===== src/rtl/memory_stage.sv =====
// ---------------------------------------------------------------------------
// memory_stage
//   Pipeline stage sitting directly after execute. Holds one instruction,
//   performs RV32I loads/stores over a req/gnt/rvalid data-memory port and
//   presents a registered writeback beat downstream.
//
//   Optional feature macro: MEMORY_MISALIGN_TRAP_EN
//     defined   : adds misalign_o; misaligned half/word accesses skip memory
//                 and emit a non-writing beat flagged with misalign_o.
//     undefined : misaligned accesses are issued with truncated byte enables.
//
//   Ports
//     clk, reset            clock, synchronous active-high reset
//     valid_i / ready_o     execute -> memory handshake
//     pc_i, alu_res_i,
//     rs2_i, rd_i,
//     funct3_i, opcode_i    instruction fields from execute
//     valid_o / ready_i     memory -> writeback handshake
//     wb_data_o, rd_o,
//     regwen_o, pc_o        registered writeback beat
//     dmem_*                data-memory request/response port
//     misalign_o            misalignment flag (only with the macro defined)
// ---------------------------------------------------------------------------
module memory_stage #(
   parameter int DWIDTH = 32,
   parameter int AWIDTH = 32
) (
   input  logic              clk,
   input  logic              reset,
   input  logic              valid_i,
   output logic              ready_o,
   input  logic [AWIDTH-1:0] pc_i,
   input  logic [DWIDTH-1:0] alu_res_i,
   input  logic [DWIDTH-1:0] rs2_i,
   input  logic [4:0]        rd_i,
   input  logic [2:0]        funct3_i,
   input  logic [6:0]        opcode_i,
   output logic              valid_o,
   input  logic              ready_i,
   output logic [DWIDTH-1:0] wb_data_o,
   output logic [4:0]        rd_o,
   output logic              regwen_o,
   output logic [AWIDTH-1:0] pc_o,
   output logic              dmem_req_o,
   output logic              dmem_we_o,
   output logic [AWIDTH-1:0] dmem_addr_o,
   output logic [DWIDTH-1:0] dmem_wdata_o,
   output logic [3:0]        dmem_be_o,
   input  logic              dmem_gnt_i,
   input  logic              dmem_rvalid_i,
   input  logic [DWIDTH-1:0] dmem_rdata_i
`ifdef MEMORY_MISALIGN_TRAP_EN
   ,
   output logic              misalign_o
`endif
);

   localparam logic [6:0] OP_LOAD   = 7'b0000011;
   localparam logic [6:0] OP_STORE  = 7'b0100011;
   localparam logic [6:0] OP_BRANCH = 7'b1100011;
   localparam logic [6:0] OP_JAL    = 7'b1101111;
   localparam logic [6:0] OP_JALR   = 7'b1100111;

   typedef enum logic [1:0] {S_IDLE, S_REQ, S_WAIT} state_t;
   typedef enum logic [1:0] {SZ_B, SZ_H, SZ_W} size_t;

   state_t            state_reg;
   logic [AWIDTH-1:0] pc_reg;
   logic [DWIDTH-1:0] alu_reg;
   logic [4:0]        rd_reg;
   logic [2:0]        funct3_reg;

   // ------------------------------------------------------------------
   // Input-side decode (evaluated on the accepting cycle)
   // ------------------------------------------------------------------
   logic              accept;
   logic              is_load_in;
   logic              is_store_in;
   logic              is_mem_in;
   logic              trap_in;
   logic [1:0]        off_in;
   size_t             size_in;
   logic [3:0]        be_in;
   logic [DWIDTH-1:0] wdata_in;
   logic [DWIDTH-1:0] byte_rep;
   logic [DWIDTH-1:0] half_rep;
   logic [DWIDTH-1:0] wb_direct_in;
   logic              regwen_in;
   logic [AWIDTH-1:0] addr_in;

   assign ready_o     = (state_reg == S_IDLE) && (!valid_o || ready_i);
   assign accept      = valid_i && ready_o;
   assign is_load_in  = (opcode_i == OP_LOAD);
   assign is_store_in = (opcode_i == OP_STORE);
   assign is_mem_in   = is_load_in || is_store_in;
   assign off_in      = alu_res_i[1:0];
   assign addr_in     = {alu_res_i[AWIDTH-1:2], 2'b00};
   assign regwen_in   = (rd_i != 5'd0) && (opcode_i != OP_STORE) && (opcode_i != OP_BRANCH);
   assign wb_direct_in = ((opcode_i == OP_JAL) || (opcode_i == OP_JALR)) ?
                         DWIDTH'(pc_i + AWIDTH'(4)) : alu_res_i;

   // Store data replicated across every lane so the byte enables alone
   // select which bytes memory takes.
   genvar gi;
   generate
      for (gi = 0; gi < DWIDTH/8; gi++) begin : g_byte_rep
         assign byte_rep[gi*8 +: 8] = rs2_i[7:0];
      end
      for (gi = 0; gi < DWIDTH/16; gi++) begin : g_half_rep
         assign half_rep[gi*16 +: 16] = rs2_i[15:0];
      end
   endgenerate

   // Access size; funct3 codes that are not legal for the opcode fall back
   // to a word access.
   always_comb begin
      size_in = SZ_W;
      case (funct3_i)
         3'b000:  size_in = SZ_B;
         3'b001:  size_in = SZ_H;
         3'b100:  size_in = is_load_in ? SZ_B : SZ_W;
         3'b101:  size_in = is_load_in ? SZ_H : SZ_W;
         default: size_in = SZ_W;
      endcase
   end

   // Shifting inside a 4-bit context drops lanes past byte 3, which gives
   // the truncated enables of a misaligned half access.
   always_comb begin
      be_in    = 4'b1111;
      wdata_in = rs2_i;
      case (size_in)
         SZ_B: begin
            be_in    = 4'b0001 << off_in;
            wdata_in = byte_rep;
         end
         SZ_H: begin
            be_in    = 4'b0011 << off_in;
            wdata_in = half_rep;
         end
         default: begin
            be_in    = 4'b1111;
            wdata_in = rs2_i;
         end
      endcase
   end

`ifdef MEMORY_MISALIGN_TRAP_EN
   logic misaligned_in;
   assign misaligned_in = ((size_in == SZ_H) && off_in[0]) ||
                          ((size_in == SZ_W) && (off_in != 2'b00));
   assign trap_in = is_mem_in && misaligned_in;
`else
   assign trap_in = 1'b0;
`endif

   // ------------------------------------------------------------------
   // Load extraction: bytes shift down by the offset with zero fill, then
   // get sign/zero extended according to the latched funct3.
   // ------------------------------------------------------------------
   logic [DWIDTH-1:0] load_sh;
   logic [DWIDTH-1:0] load_ext;

   assign load_sh = dmem_rdata_i >> {alu_reg[1:0], 3'b000};

   always_comb begin
      load_ext = load_sh;
      case (funct3_reg)
         3'b000:  load_ext = {{(DWIDTH-8){load_sh[7]}}, load_sh[7:0]};
         3'b100:  load_ext = {{(DWIDTH-8){1'b0}}, load_sh[7:0]};
         3'b001:  load_ext = {{(DWIDTH-16){load_sh[15]}}, load_sh[15:0]};
         3'b101:  load_ext = {{(DWIDTH-16){1'b0}}, load_sh[15:0]};
         default: load_ext = load_sh;
      endcase
   end

   // ------------------------------------------------------------------
   // Control FSM with registered outputs
   // ------------------------------------------------------------------
   always_ff @(posedge clk) begin
      if (reset) begin
         state_reg    <= S_IDLE;
         pc_reg       <= '0;
         alu_reg      <= '0;
         rd_reg       <= '0;
         funct3_reg   <= '0;
         valid_o      <= 1'b0;
         wb_data_o    <= '0;
         rd_o         <= '0;
         regwen_o     <= 1'b0;
         pc_o         <= '0;
         dmem_req_o   <= 1'b0;
         dmem_we_o    <= 1'b0;
         dmem_addr_o  <= '0;
         dmem_wdata_o <= '0;
         dmem_be_o    <= '0;
`ifdef MEMORY_MISALIGN_TRAP_EN
         misalign_o   <= 1'b0;
`endif
      end else begin
         // A consumed beat drops; any branch below that emits a new beat
         // overrides this.
         if (valid_o && ready_i) begin
            valid_o <= 1'b0;
         end

         case (state_reg)
            S_IDLE: begin
               if (accept) begin
                  pc_reg     <= pc_i;
                  alu_reg    <= alu_res_i;
                  rd_reg     <= rd_i;
                  funct3_reg <= funct3_i;
                  if (is_mem_in && !trap_in) begin
                     state_reg    <= S_REQ;
                     dmem_req_o   <= 1'b1;
                     dmem_we_o    <= is_store_in;
                     dmem_addr_o  <= addr_in;
                     dmem_be_o    <= be_in;
                     dmem_wdata_o <= wdata_in;
                  end else begin
                     valid_o   <= 1'b1;
                     wb_data_o <= wb_direct_in;
                     rd_o      <= rd_i;
                     pc_o      <= pc_i;
                     regwen_o  <= regwen_in && !trap_in;
`ifdef MEMORY_MISALIGN_TRAP_EN
                     misalign_o <= trap_in;
`endif
                  end
               end
            end

            S_REQ: begin
               if (dmem_gnt_i) begin
                  dmem_req_o <= 1'b0;
                  dmem_we_o  <= 1'b0;
                  if (dmem_we_o) begin
                     state_reg <= S_IDLE;
                     valid_o   <= 1'b1;
                     wb_data_o <= alu_reg;
                     rd_o      <= rd_reg;
                     pc_o      <= pc_reg;
                     regwen_o  <= 1'b0;
`ifdef MEMORY_MISALIGN_TRAP_EN
                     misalign_o <= 1'b0;
`endif
                  end else begin
                     state_reg <= S_WAIT;
                  end
               end
            end

            S_WAIT: begin
               if (dmem_rvalid_i) begin
                  state_reg <= S_IDLE;
                  valid_o   <= 1'b1;
                  wb_data_o <= load_ext;
                  rd_o      <= rd_reg;
                  pc_o      <= pc_reg;
                  regwen_o  <= (rd_reg != 5'd0);
`ifdef MEMORY_MISALIGN_TRAP_EN
                  misalign_o <= 1'b0;
`endif
               end
            end

            default: state_reg <= S_IDLE;
         endcase
      end
   end

endmodule


===== config.mk =====
export PLATFORM = sky130hd
export DESIGN_NAME = memory_stage
export DESIGN_NICKNAME = d
export VERILOG_FILES = /design/src/rtl/memory_stage.sv
export SDC_FILE = /design/constraint.sdc
export NUM_CORES = 1
export LEC_CHECK = 0
export CAP_MARGIN = 40
export CORE_ASPECT_RATIO = 0.5
export CORE_MARGIN = 2
export CORE_UTILIZATION = 45
export CTS_BUF_LIST = sky130_fd_sc_hd__clkbuf_2 sky130_fd_sc_hd__clkbuf_4 sky130_fd_sc_hd__clkbuf_8
export CTS_CLUSTER_SIZE = 12
export DETAILED_ROUTE_END_ITERATION = 7
export PLACE_DENSITY = 0.88
export RECOVER_POWER = 100
export SLEW_MARGIN = 10
export SYNTH_ARGS = -nofsm -noshare
export SYNTH_HDL_FRONTEND = slang
export SYNTH_SLANG_ARGS = --single-unit

===== constraint.sdc =====
create_clock -name clk -period 2.1 [get_ports clk]
set_input_delay 0.42 -clock clk [delete_from_list [all_inputs] [get_ports clk]]
set_output_delay 0.42 -clock clk [all_outputs]
set_load 0.1 [all_outputs]

Yosys cells after proc, flatten, opt, wreduce, memory -nomap -nowiden
Index checks and enable logic that the tools add are counted.

Bits of input ports: 149. Logic and storage cells: 113. Output and inout bits: 142. Register bits: 213.

Shifts and indexed selects: 3. Equal/unequal tests: 21. Reduce and logical (&&, ||, !) cells: 22. Add/sub/neg operators: 1. Mux-type cells: 51.

Operator list (number): $mux 32 (11); $pmux 32 s3 (2); $pmux 32 s4 (1); $pmux 32 s2 (1); $add 32x3->32 const B (1); $shr 32x5->32 (1); $mux 5 (5); $mux 1 (16); $pmux 5 s3 (1); $eq 7x7->1 const B (2); $mux 2 (7); $eq 3x3->1 const B (4); $ne 2x2->1 const B (6); $reduce_bool 5->1 (2); $pmux 2 s4 (1); $pmux 4 s2 (1); $reduce_and 4->1 (2); $eq 7x2->1 const B (1); $eq 7x6->1 const B (1); $ne 7x6->1 const B (1); $ne 7x7->1 const B (1); $eq 3x1->1 const B (2); $logic_not 3->1 (2); $pmux 1 s3 (2); 15 further kinds (24).

Logic depth before layout (Yosys ltp)
Gate-level depths: netlist of run 1.

Depth in word-level cells: 6. Mapped depth: 11. Depth with buffers taken out: 7.

Worst setup path before layout of run 1
Ideal clock, no wire load.

Path type: reg-to-reg. Start: register valid_o. End: register pc_o[30]. Arrival time: 2.383 ns. Path slack: -0.427 ns. Cell stages (with the launch flop): 10. Required time: 1.957 ns. Library setup time: 0.143 ns. Clock period less this slack: 2.527 ns. Buffers on the path: 4. Cells stage by stage: dfxtp_1 > nand2b_1 > and3_1 > clkbuf_1 > o211a_1 > buf_6 > buf_6 > buf_2 > nor2_1 > a211oi_2.

Word-level cells in the longest chain between the ends: 6.

RTL lines: from (decl) (RTL line 38) `output logic valid_o,`; from (signal assigned) (RTL line 187) `valid_o <= 1'b0;`; from (signal assigned) (RTL line 204) `valid_o <= 1'b0;`; from (signal assigned) (RTL line 222) `valid_o <= 1'b1;`; $logic_not 1->1 (RTL line 91) `assign ready_o = (state_reg == S_IDLE) && (!valid_o || ready_i);`; $logic_or 1x1->1 (RTL line 91); $logic_and 1x1->1 (RTL line 91); $logic_and 1x1->1 (RTL line 92) `assign accept = valid_i && ready_o;`; $ne 2x2->1 (no line); $reduce_and 6->1 (no line); to (signal assigned) (RTL line 225) `pc_o <= pc_i;`; to (signal assigned) (RTL line 243) `pc_o <= pc_reg;`; to (signal assigned) (RTL line 260) `pc_o <= pc_reg;`; to (decl) (RTL line 43) `output logic [AWIDTH-1:0] pc_o,`.

Every way passes these cells. A chain may end at the register's enable or synchronous reset.

Worst setup path after layout of run 1
Start: input opcode_i[2]. End: register pc_o[14].

Word-level cells in the longest chain between the ends: 4. Elaborated cells between the ends (all ways): 5. Classes of those cells: eq/ne: 3; reduce/logical: 2.

RTL lines: from (decl) (RTL line 37) `input logic [6:0] opcode_i,`; $eq 7x2->1 / $eq 7x6->1 (equally long branches) (RTL line 93, 94); $logic_or 1x1->1 (*) (RTL line 95) `assign is_mem_in = is_load_in || is_store_in;`; $ne 2x2->1 (no line) (*); $reduce_and 6->1 (no line) (*).

Every way passes the cells marked *; elsewhere a longest branch is shown, timed or not.

==> metrics list, run 1 <==
* Result of the run: finished with violations
* Violations in the final reports: negative setup slack
- Count of standard-cell rows: 39
* Post-CTS Hold Buffers: 0
- Sequential cells burn 39.1% of the power.
- Total number of nets in the final design: 1808
- Number of synthesis warnings: 0
- Initial core utilization: 46.0%
- Summing every instance area after synthesis gives ~11000 um^2.
* Via count: ~12000
* Post-Route Skew: between 20 and 25 ps
* WP buf/inv: 3
- Reg clk slew, reported paths: 70 ps
- Nature of the critical path endpoint: flop
* Max-capacitance violation count: 0
- For this run, the detailed router's first-pass iteration total came to 6.
- Initial antenna violation count: 3
- After global routing the overflow that remains totals 0.
* Maximum number of pins on one net before global-route repair: 61
- Post-synth EDFFs: 0
- The count of buffers added on input and output ports is between 200 and 300.
- Power comes to 11.2 mW.
- Averaged over all synthesized cells, the footprint is approximately 8.4 um^2.
* Power density cells: about 740 nW/um^2
* Share of total power consumed by net switching: 32.4%
- Sequential area share after synthesis: just over 40%
- Among cell families on the critical path, the largest total delay comes from simple AND/OR/NAND/NOR gates.
- Number of violations reported at the end of detailed-routing iteration 0: between 1000 and 1500
- Crit path max fanout: 13
- Classification of the worst-slack hold path: in2reg
* Clock network fraction of design power: 37.5%
* Cell Int Power: 7.56 mW
* Area of the die: 24700 um^2
- Wires add up to around 41000 um.
* Root Buffer Master: sky130_fd_sc_hd__clkbuf_8
- Psw: 3.63 mW
* GRT Total Usage: 32.0%
* Remaining number of nets flagged by the antenna check after routing: 0
- Combinational share of power: 23.4%
- TritonCTS Buffers: 34
- Number of global-route vias before repair: 11400
- CP Launch Type: primary input
* Source-to-sink clock delay at the later pin of the worst-skew pair: 530 ps
* Synthesized flop and latch total: 213
* Sink count of the clock tree: around 210
- Reported leakage power: 6.02 nW
- Post-Route Setup TNS: -0.105 ps
- Height of the die: 112 um
* Die Wd: 220 um
* Area Overhead vs Synth: 43.0%
- After legalization and detailed placement, the total HPWL measured 30400 um.
- Final hold slack: 170 ps
* DR WL/cell: 20.8 um
* Max IR drop VDD: 431 uV
- Synthesis produced a netlist whose cell count is approximately 1300.
- At the end of routability-driven placement, the weighted congestion stood at 1.00.
- Fmax: 0.476 GHz
* Fraction of the cycle the final worst path needs: 100%
- Slowest-stage cell, CP: sky130_fd_sc_hd__or4_4
* Final Hold Violating Endpoints: 0
- Slew Viols, Final: 0
- Slew @ Worst Pin: between 700 and 800 ps
* Setup-violating endpoint count in the final report: 1
* Most frequently used flop master after synthesis: sky130_fd_sc_hd__dfxtp_1
- The post-route netlist has between 20% and 30% of its cells at a drive strength greater than 1.
- Worst path setup slack after routing: -0.105 ps
* Layout Utilization: 65.7%
- For this design the top-level I/O count stands at 291.
- Period minus WS final: between 2000 and 2500 ps
- Buffer levels on the longest clock path: 3
- The H-tree was split into 2 levels.
* Setup slack at placement: -588 ps
- Leaving out fill and tap cells, the most frequent cell in the layout is sky130_fd_sc_hd__nand2_1.
- Synth cell types: 72
* Average via count per standard cell: just under 6
* Number of filler cells placed in the layout: between 1500 and 2000
- In the synthesized netlist the async set-or-reset flop fraction comes to 0%.
* Commonest non-fill, non-tap cells in the layout: sky130_fd_sc_hd__nand2_1, sky130_fd_sc_hd__dfxtp_1, sky130_fd_sc_hd__a21oi_1, sky130_fd_sc_hd__clkdlybuf4s50_1, sky130_fd_sc_hd__buf_4
- Post-detailed-route DRC marker count: 0
- STA puts the critical path data arrival time at 2530 ps.
- Traced cell by cell, the critical path runs through clkdlybuf4s50_1 -> or2_0 -> or4_4 -> o211a_4 -> buf_6 -> clkbuf_16 -> a211oi_2.
* Placeable core region: 22900 um^2
- STA puts the critical path data required time at ~2500 ps.
* RSZ-0062 raised after global routing: true
* Clock tree from TritonCTS: yes
* Crit path kind: in2reg
* Wire length of the first global-routing pass: 62400 um
- In this design, the stage delay of the slowest critical-path cell is approximately 620 ps.
* Relative slew margins: 48.7%
timing repair:
item                       CTS  global route
gates cloned                 1             1
buffers inserted             0             4
resized for setup           12            31
pin swaps                    1             8
setup endpoints to repair   66            53
power groups by stage:
stage	Clock (mW)	Combinational, mW	Sequential, mW
2_1_floorplan	0	0.774	5.26
3_3_place_gp	0	2.54	4.44
3_5_place_dp	0	2.59	4.45
4_1_cts	4.22	2.62	4.37
5_1_grt	4.45	2.72	4.39
6_report	4.20	2.62	4.37
metal layers:
layer	up-vias	GRT usage, %	wire length (um)
met3	156	7.64	4520
met5	-	0	0
met4	0	14.8	1980
met2	722	50.4	18700
li1	5295	-	-
met1	5592	41.7	16200
final timing paths:
path,startpoint,end,depth (start not counted),slack (ps)
setup / recovery,opcode_i[2],pc_o[14],7,-0.1
hold / removal,reset,alu_reg[8],2,170
setup reg to reg,state_reg[0],pc_o[14],8,20
hold reg to reg,dmem_addr_o[27],dmem_addr_o[27],2,450
synth_stat cells (all sizes together) (12+ instances only):
cell type	number	area share, %
a32o	13	1.2
a21oi	157	7.5
a211oi	61	6.1
and3	12	0.71
nand3	17	0.81
mux2i	75	7.1
buf	36	2.2
dfxtp	213	41
o21ai	32	1.5
nand2	254	9.1
nor2	106	3.9
mux2	18	1.9
clkbuf	68	2.4
inv	13	0.46
cells by family (layout without fill, tap and decap cells):
kind of cell / Yosys count / after routing / share of synthesized area (%)
xor+xnor: 12 / 12 / 0.999
other cells: 1 / 6 / 0.0356
simple gates: 457 / 457 / 19.2
fa+ha+maj: 6 / 6 / 0.713
flops: 213 / 213 / 40.5
compound gates: 358 / 359 / 23.9
buf+inv: 117 / 534 / 5.11
mux: 95 / 95 / 9.49
through the flow:
stage	std cells	cell area, um^2
floorplan	1260	10500
global placement	1918	14400
detailed placement	1918	14400
CTS	1980	15200
global route	1988	15000
finish	1989	15000
area by class of cell:
type                       instances  area (um^2)  share of cell area [%]
multi-input combinational        931         5860                    39.0
sequential                       213         4270                    28.4
timing repair buffer             460         3660                    24.3
clock buffer                      53          692                    4.60
tap                              307          384                    2.55
clock inverter                     8          118                   0.782
inverter                          13         48.8                   0.324
antenna                            4         10.0                  0.0665
worst register-to-register path: stages (launching register included):
cell,delay (ps)
sky130_fd_sc_hd__dfxtp_2,340
sky130_fd_sc_hd__inv_2,80
sky130_fd_sc_hd__ha_4,160
sky130_fd_sc_hd__inv_2,40
sky130_fd_sc_hd__or4_4,540
sky130_fd_sc_hd__o211a_4,260
sky130_fd_sc_hd__buf_6,170
sky130_fd_sc_hd__clkbuf_16,170
sky130_fd_sc_hd__a211oi_2,210
Power figures use the tool's default switching activity.
==> run 2: changes to the inputs <==
Settings changed: CORE_UTILIZATION 45 to 40, PLACE_DENSITY 0.88 to 0.8.
Clock period 2.1 ns to 1.83 ns, I/O delays scaled along.
==> run 2 against run 1 <==
  * The run still ends with negative setup slack left
  * Sequential power grew 15%
  * Sequential cell count is the same
  * Combinational power grew 31%
  * Via count grew 3.6%
  * Power grew 15%
  * Global-route usage is 1.5 points lower
  * Count of clock-buffer cells in the layout fell by 2
  * Clock power up 4%
  * Sequential share of layout area shrank 2.5 points
  * Die area grew 12%
  * First-iteration DRC count increased by 11%
  * Critical path type is now reg2reg
  * Critical endpoint is now wb_data_o[18]
  * Highest routed layer unchanged
==> metrics list, run 2 (synthesis gave the netlist of run 1 again) <==
- For the finished layout, the period the worst path requires is 2150 ps.
* Slew @ Worst Pin: 697 ps
- Via count: 12200
- Final weighted congestion of routability-driven global placement: 0.973
- After detailed placement, the design holds a cell count of 2001.
- Area Overhead vs Synth: 57.1%
- The count of pins over their slew limit came to 0.
- Height of the die: around 120 um
* Number of diodes: 0
- The clock passes through at most 3 buffers.
* Reg clk slew, reported paths: 70 ps
* DR WL/cell: 22.6 um
* Cell Chain, Critical Path: inv_4 -> ha_4 -> inv_4 -> or4_4 -> buf_6 -> o211a_4 -> buf_6 -> nor2_4 -> clkbuf_16 -> a32o_1
* R2R cell count: 10
- Post-layout total power: 12.8 mW
* Number of global-route vias before repair: 11500
- Classification of the worst-slack hold path: in2reg
- STA classifies the critical path startpoint as a flop.
* Number of cells on the worst hold path: 2
- Initial antenna violation count: 0
- Timing analysis after detailed placement gives a worst setup slack of -764 ps.
- In the layout the commonest cells are sky130_fd_sc_hd__nand2_1, sky130_fd_sc_hd__dfxtp_1, sky130_fd_sc_hd__buf_4, sky130_fd_sc_hd__a21oi_1, sky130_fd_sc_hd__clkdlybuf4s50_1.
- Worst path setup slack after routing: -320 ps
- The first detailed-routing pass ran for 6 iterations.
- Root Buffer Master: sky130_fd_sc_hd__clkbuf_8
- Worst stage delay on the critical path: 440 ps
- Across the run, the number of max-cap violations was 0.
- At the worst endpoint, the required time is approximately 2300 ps.
- Relative slew margins: 53.0%
- TritonCTS built the clock tree.
* Final Hold Violating Endpoints: 0
- The first global-routing pass estimated approximately 66000 um of wire.
- Data arrival time of the worst path: 2640 ps
- Entering global routing, the biggest net connects 55 pins.
- The worst-case IR drop observed on VDD is 481 uV.
- After detailed routing, the number of vias per cell comes to 5.82.
- The library cell used most frequently in the layout, excluding fill and tap cells, is sky130_fd_sc_hd__nand2_1.
* WHS Endpoint: dmem_addr_o[21]
- Initial core utilization: 41.2%
- In the global route stage, overall resource usage came out at 30.5%.
- The startpoint identified for the worst register-to-register timing path is state_reg[1].
* Remaining number of nets flagged by the antenna check after routing: 0
- Maximum level of the CTS H-tree: 2
- TritonCTS Buffers: 34
* Result of the run: finished with violations
* Total gr overflow: 0
- Reported leakage power: 6.67 nW
* Routed wire length: 47400 um
* Total number of nets in the final design: 1886
- # IOs: 291
- For this design, the sink count on the clock tree is 213.
- At the later pin of the worst-skew pair, clock insertion delay measures 550 ps.
- STA classifies the critical path endpoint as a flop.
- Violations in the final reports: negative setup slack
- Grouping stages by cell kind, the critical path spends the most delay in simple AND/OR/NAND/NOR gates.
- Final Instance Count excl. Fillers: 2095
- After detailed routing, the number of remaining DRC violations is 0.
- HPWL reported at the end of detailed placement: 31000 um
- Number of filler cells placed in the layout: roughly 1900
- Across the routed clock network, the largest skew measured is 10.1 ps.
- In the final layout, the share of cells above drive strength 1 is 35.7%.
* Fmax: 0.465 GHz
* RSZ-0062 raised after global routing: true
- WP buf/inv: 5
- Dividing the final minimum period by the clock period gives 117%.
* Internal reg-to-reg setup slack: -320 ps
* Die Wd: 233 um
- Area of the die: 27700 um^2
- After floorplanning, the core was sized to cover 25500 um^2.
- Setup violations remaining at the end of the flow were counted as slightly below 80.
- The slowest stage of the critical path is the sky130_fd_sc_hd__or4_4 cell.
* Crit path max fanout: 8
* Hold wc startpoint: reset
- Crit path kind: reg2reg
- Input and output buffers added on the ports amount to 288.
- In this run the core area contains 41 standard-cell rows.
* Worst reg2reg endpoint: wb_data_o[18]
* Number of violations reported at the end of detailed-routing iteration 0: between 1500 and 2000
- Power density cells: 776 nW/um^2
[run 2: cell count changes in the layout (fill, tap and decap cells not counted), sizes merged]
cell           delta
buf             +167
clkbuf           -87
clkdlybuf4s50     -5
dlygate4sd2       +5
diode             -4
dlymetal6s2s      -3
bufinv            -2
clkinvlp          -1
o211a             -1
[run 2: timing repair]
action | 4_1_cts | 5_1_grt
buffers inserted | 14 | 12
setup endpoints to repair | 136 | 163
hold endpoints to repair | 0 | 0
hold buffers | 0 | 0
gates resized for setup | 69 | 107
gates cloned | 8 | 9
pin swaps | 17 | 30
[run 2: worst max path at each step]
stage	start	end	slack, ps	cells after the start
floorplan	state_reg[1]	wb_data_o[4]	-100	10
global placement	pc_i[3]	wb_data_o[26]	-720	8
detailed placement	pc_i[3]	wb_data_o[26]	-760	8
CTS	state_reg[1]	pc_o[28]	-240	9
global route	state_reg[1]	wb_data_o[15]	-370	8
finish	state_reg[1]	wb_data_o[18]	-320	10
[run 2: per-layer routing]
layer	part of all wire [%]	vias up	GRT usage [%]
met4	4.6	0	11.0
met5	0	-	0
li1	-	5445	-
met1	39	5806	40.9
met3	10	156	6.11
met2	46	777	48.5
[run 2: layout make-up]
class                      instances  area (um^2)  area share [%]
multi-input combinational        930         6290            38.0
timing repair buffer             539         4790            29.0
inverter                          13         61.3           0.371
clock inverter                     5         50.0           0.303
clock buffer                      51          633            3.83
tap                              344          430            2.60
sequential                       213         4280            25.9
[run 2: power by group]
group          switching [mW]  internal, mW  leakage [nW]
clock network            2.01          2.34         0.368
logic                    2.21          1.23          4.55
registers               0.170          4.86          1.75
[run 2: metrics by stage]
stage | util (%) | hold WS [ps] | setup TNS [ps] | instance area, um^2
3_5_place_dp | 65.1 | 446 | -93760 | 16600
2_1_floorplan | - | 436 | -4670 | 10700
3_3_place_gp | 65.1 | 441 | -87230 | 16600
6_report | 64.7 | 147 | -16190 | 16500
5_1_grt | 64.7 | 144 | -18730 | 16500
4_1_cts | 69.6 | 128 | -12280 | 17800
==> edit (config.mk and constraints of run 1) <==
Make the reset (`reset`) asynchronous in one clocked block. Comments in the files are not updated.
--- a/src/rtl/memory_stage.sv
+++ b/src/rtl/memory_stage.sv
@@ -178,5 +178,5 @@
    // Control FSM with registered outputs
    // ------------------------------------------------------------------
-   always_ff @(posedge clk) begin
+   always_ff @(posedge clk or posedge reset) begin
       if (reset) begin
          state_reg    <= S_IDLE;
Behaviour: differs if reset is asserted again (counterexample within 4 cycles, from zero or initial values and one cycle with reset high); with reset held inactive, the same outputs for 4 cycles.
==> edit against run 1 <==
Count of clock-buffer cells in the layout fell by 6. Sequential cell count did not move. Sequential share of layout area rose by 6.3 points. Area after synthesis is 2.1% higher. Routed wire length down 12%. Design area up 2.2%. Setup slack better by 0.0067 ns.
Power is not compared: it rests on default switching activity, and its combinational part moved more than twofold at a synthesized area within 25%.
==> edit: results (changes against run 1) <==
relSlewSlack_pct: 40.8  # -7.9 points
synth_common_cells: "nand2_1, dfrtp_1, o21ai_0"
cts.path.max_buffers: 3  # unchanged
vias: 10200  # -13%
htree_levels: 1  # -1
ir_worst_vdd_mv: 1.31
gp_congestion: 0.964  # -3.7%
clockRootBuffer: "clkbuf_8"
synth_cell_types: 61  # -15%
critPathLaunch: "state_reg[0]"
nets: 1652  # -8.6%
drive_gt1_share_pct: 30.3  # +2.4 points
drtIter0Drc: 936  # -35%
fin_worst_skew_ns: 0.0133  # -0.00964 ns
antenna_found_initial: 3  # unchanged
clk_latency_ns: 0.59  # +0.06 ns
wirelength_um: 36500  # -12%
clk_pin_slew_ns: 0.07  # about the same
grt_max_degree: 73  # +20%
total_leakage_power_nw: 7.12
cts_buffers: 31  # -8.8%
grt.total_usage_pct: 28.7  # -3.3 points
slowest_delay_ns: 0.39  # -0.23 ns
drcViolationCount: 0  # unchanged
synth_xor_area_share_pct: 1.96  # +0.96 points
critPathSlowestCell: "dfrtp_1"
r2r_slack_ns: 0.07  # +0.05 ns
dpl.hpwl_um: 27600  # -9.0%
numPortBuffers: 288  # unchanged
synthArstFlopShare_pct: 100  # +100 points
grt_first_pass_wirelength_um: 57000  # -8.6%
hold_class: "primary input to asynchronous set/reset pin"
yosysSeqAreaShare_pct: 49.6  # +9.1 points
outcome: "finished clean"
ys_warn_count: 0  # unchanged
synth_fa_ha_area_share_pct: 0.699  # -0.014 points
r2r_start: "alu_reg[1]"
synth_compound_area_share_pct: 13.4  # -10 points
place_area_um2: 14600  # +1.8%
fillers: 1747  # -3.9%
swShare_pct: 53.0
synth_area_leaders: "dfrtp_1, nand2_1, mux2_2"
cp_max_fo: 2  # -11
muxShareOfSynthArea_pct: 14.9  # +5.4 points
critical_path_arrival_ns: 1.67  # -0.86 ns
first_pass_iters: 5  # -1
==> edit: cell types whose count changed in the layout (fill, tap and decap cells not counted), sizes merged, moves of 13 or more <==
cell	delta
a211oi	-51
a21oi	-131
buf	+121
clkbuf	-149
dfrtp	+213
dfxtp	-213
mux2	+61
nor2	-51
o21ai	+75
xnor2	+13
==> edit: metrics by stage <==
stage          worst slack, ns  hold slack [ns]  std cells  util, %
5_1_grt                -0.0638            0.258       1826     66.5
3_5_place_dp            -0.579            0.463       1766     63.3
6_report               0.00655            0.255       1826     66.5
4_1_cts                -0.0309            0.117       1822     66.3
2_1_floorplan            -1.09            0.450       1105        -
3_3_place_gp            -0.529            0.454       1766     63.3
==> edit: layer usage <==
layer / global-route usage (%) / vias to the layer above / wire, um / part of all wire (%)
met3: 5.58 / 88 / 2520 / 6.9
met1: 38.2 / 5044 / 15400 / 42
li1: - / 4649 / - / -
met2: 47.3 / 416 / 17400 / 48
met4: 9.84 / 0 / 1210 / 3.3
met5: 0 / - / 0 / 0
==> edit: what timing repair did <==
action | 4_1_cts | 5_1_grt
hold buffers | 0 | 0
setup buffers | 3 | 2
resized for setup | 11 | 27
pin swaps | 2 | 4
endpoints found under the setup margin | 15 | 30
==> edit: logic make-up (layout without fill, tap and decap cells) <==
group                      count (synthesis)  after routing
and+or+nand+nor                          391            391
xor gates and xnor gates                  24             24
adders and majority gates                  6              6
other                                      1              4
DFF                                      213            213
buffers and inverters                     93            505
muxes                                    149            149
AOI/OAI and AO/OA                        227            227
==> edit: final cells by class <==
class	count	share of cell area, %
antenna	2	0.0325
clock buffer	47	3.88
clock inverter	6	0.211
inverter	13	0.350
multi-input combinational	799	33.7
sequential	213	34.7
tap	307	2.50
timing repair buffer	439	24.7
==> edit: path summary, 6_finish.rpt <==
kind                                    to  depth (start not counted)
max reg2reg                  wb_data_o[11]                          5
min reg2reg                dmem_addr_o[30]                          2
max                                ready_o                          6
min                          wb_data_o[25]                          2
max in group asynchronous         pc_o[12]                          3
min in group clk                 pc_reg[2]                          3
==> edit: power groups by stage <==
stage	Clock [W]	Sequential [W]	Combinational [W]
6_report	0.00343	0.00691	0.0165
3_3_place_gp	0	0.00680	0.0159
3_5_place_dp	0	0.00693	0.0162
5_1_grt	0.00367	0.00707	0.0173
2_1_floorplan	0	0.0132	0.00503
4_1_cts	0.00348	0.00688	0.0163
==> edit: critical path, delay by kind of cell, from the launching register on <==
kind	cells	cell delay, ns
adders and majority gates	1	0.13
buffers and inverters	4	0.42
DFF	1	0.39
and+or+nand+nor	1	0.15
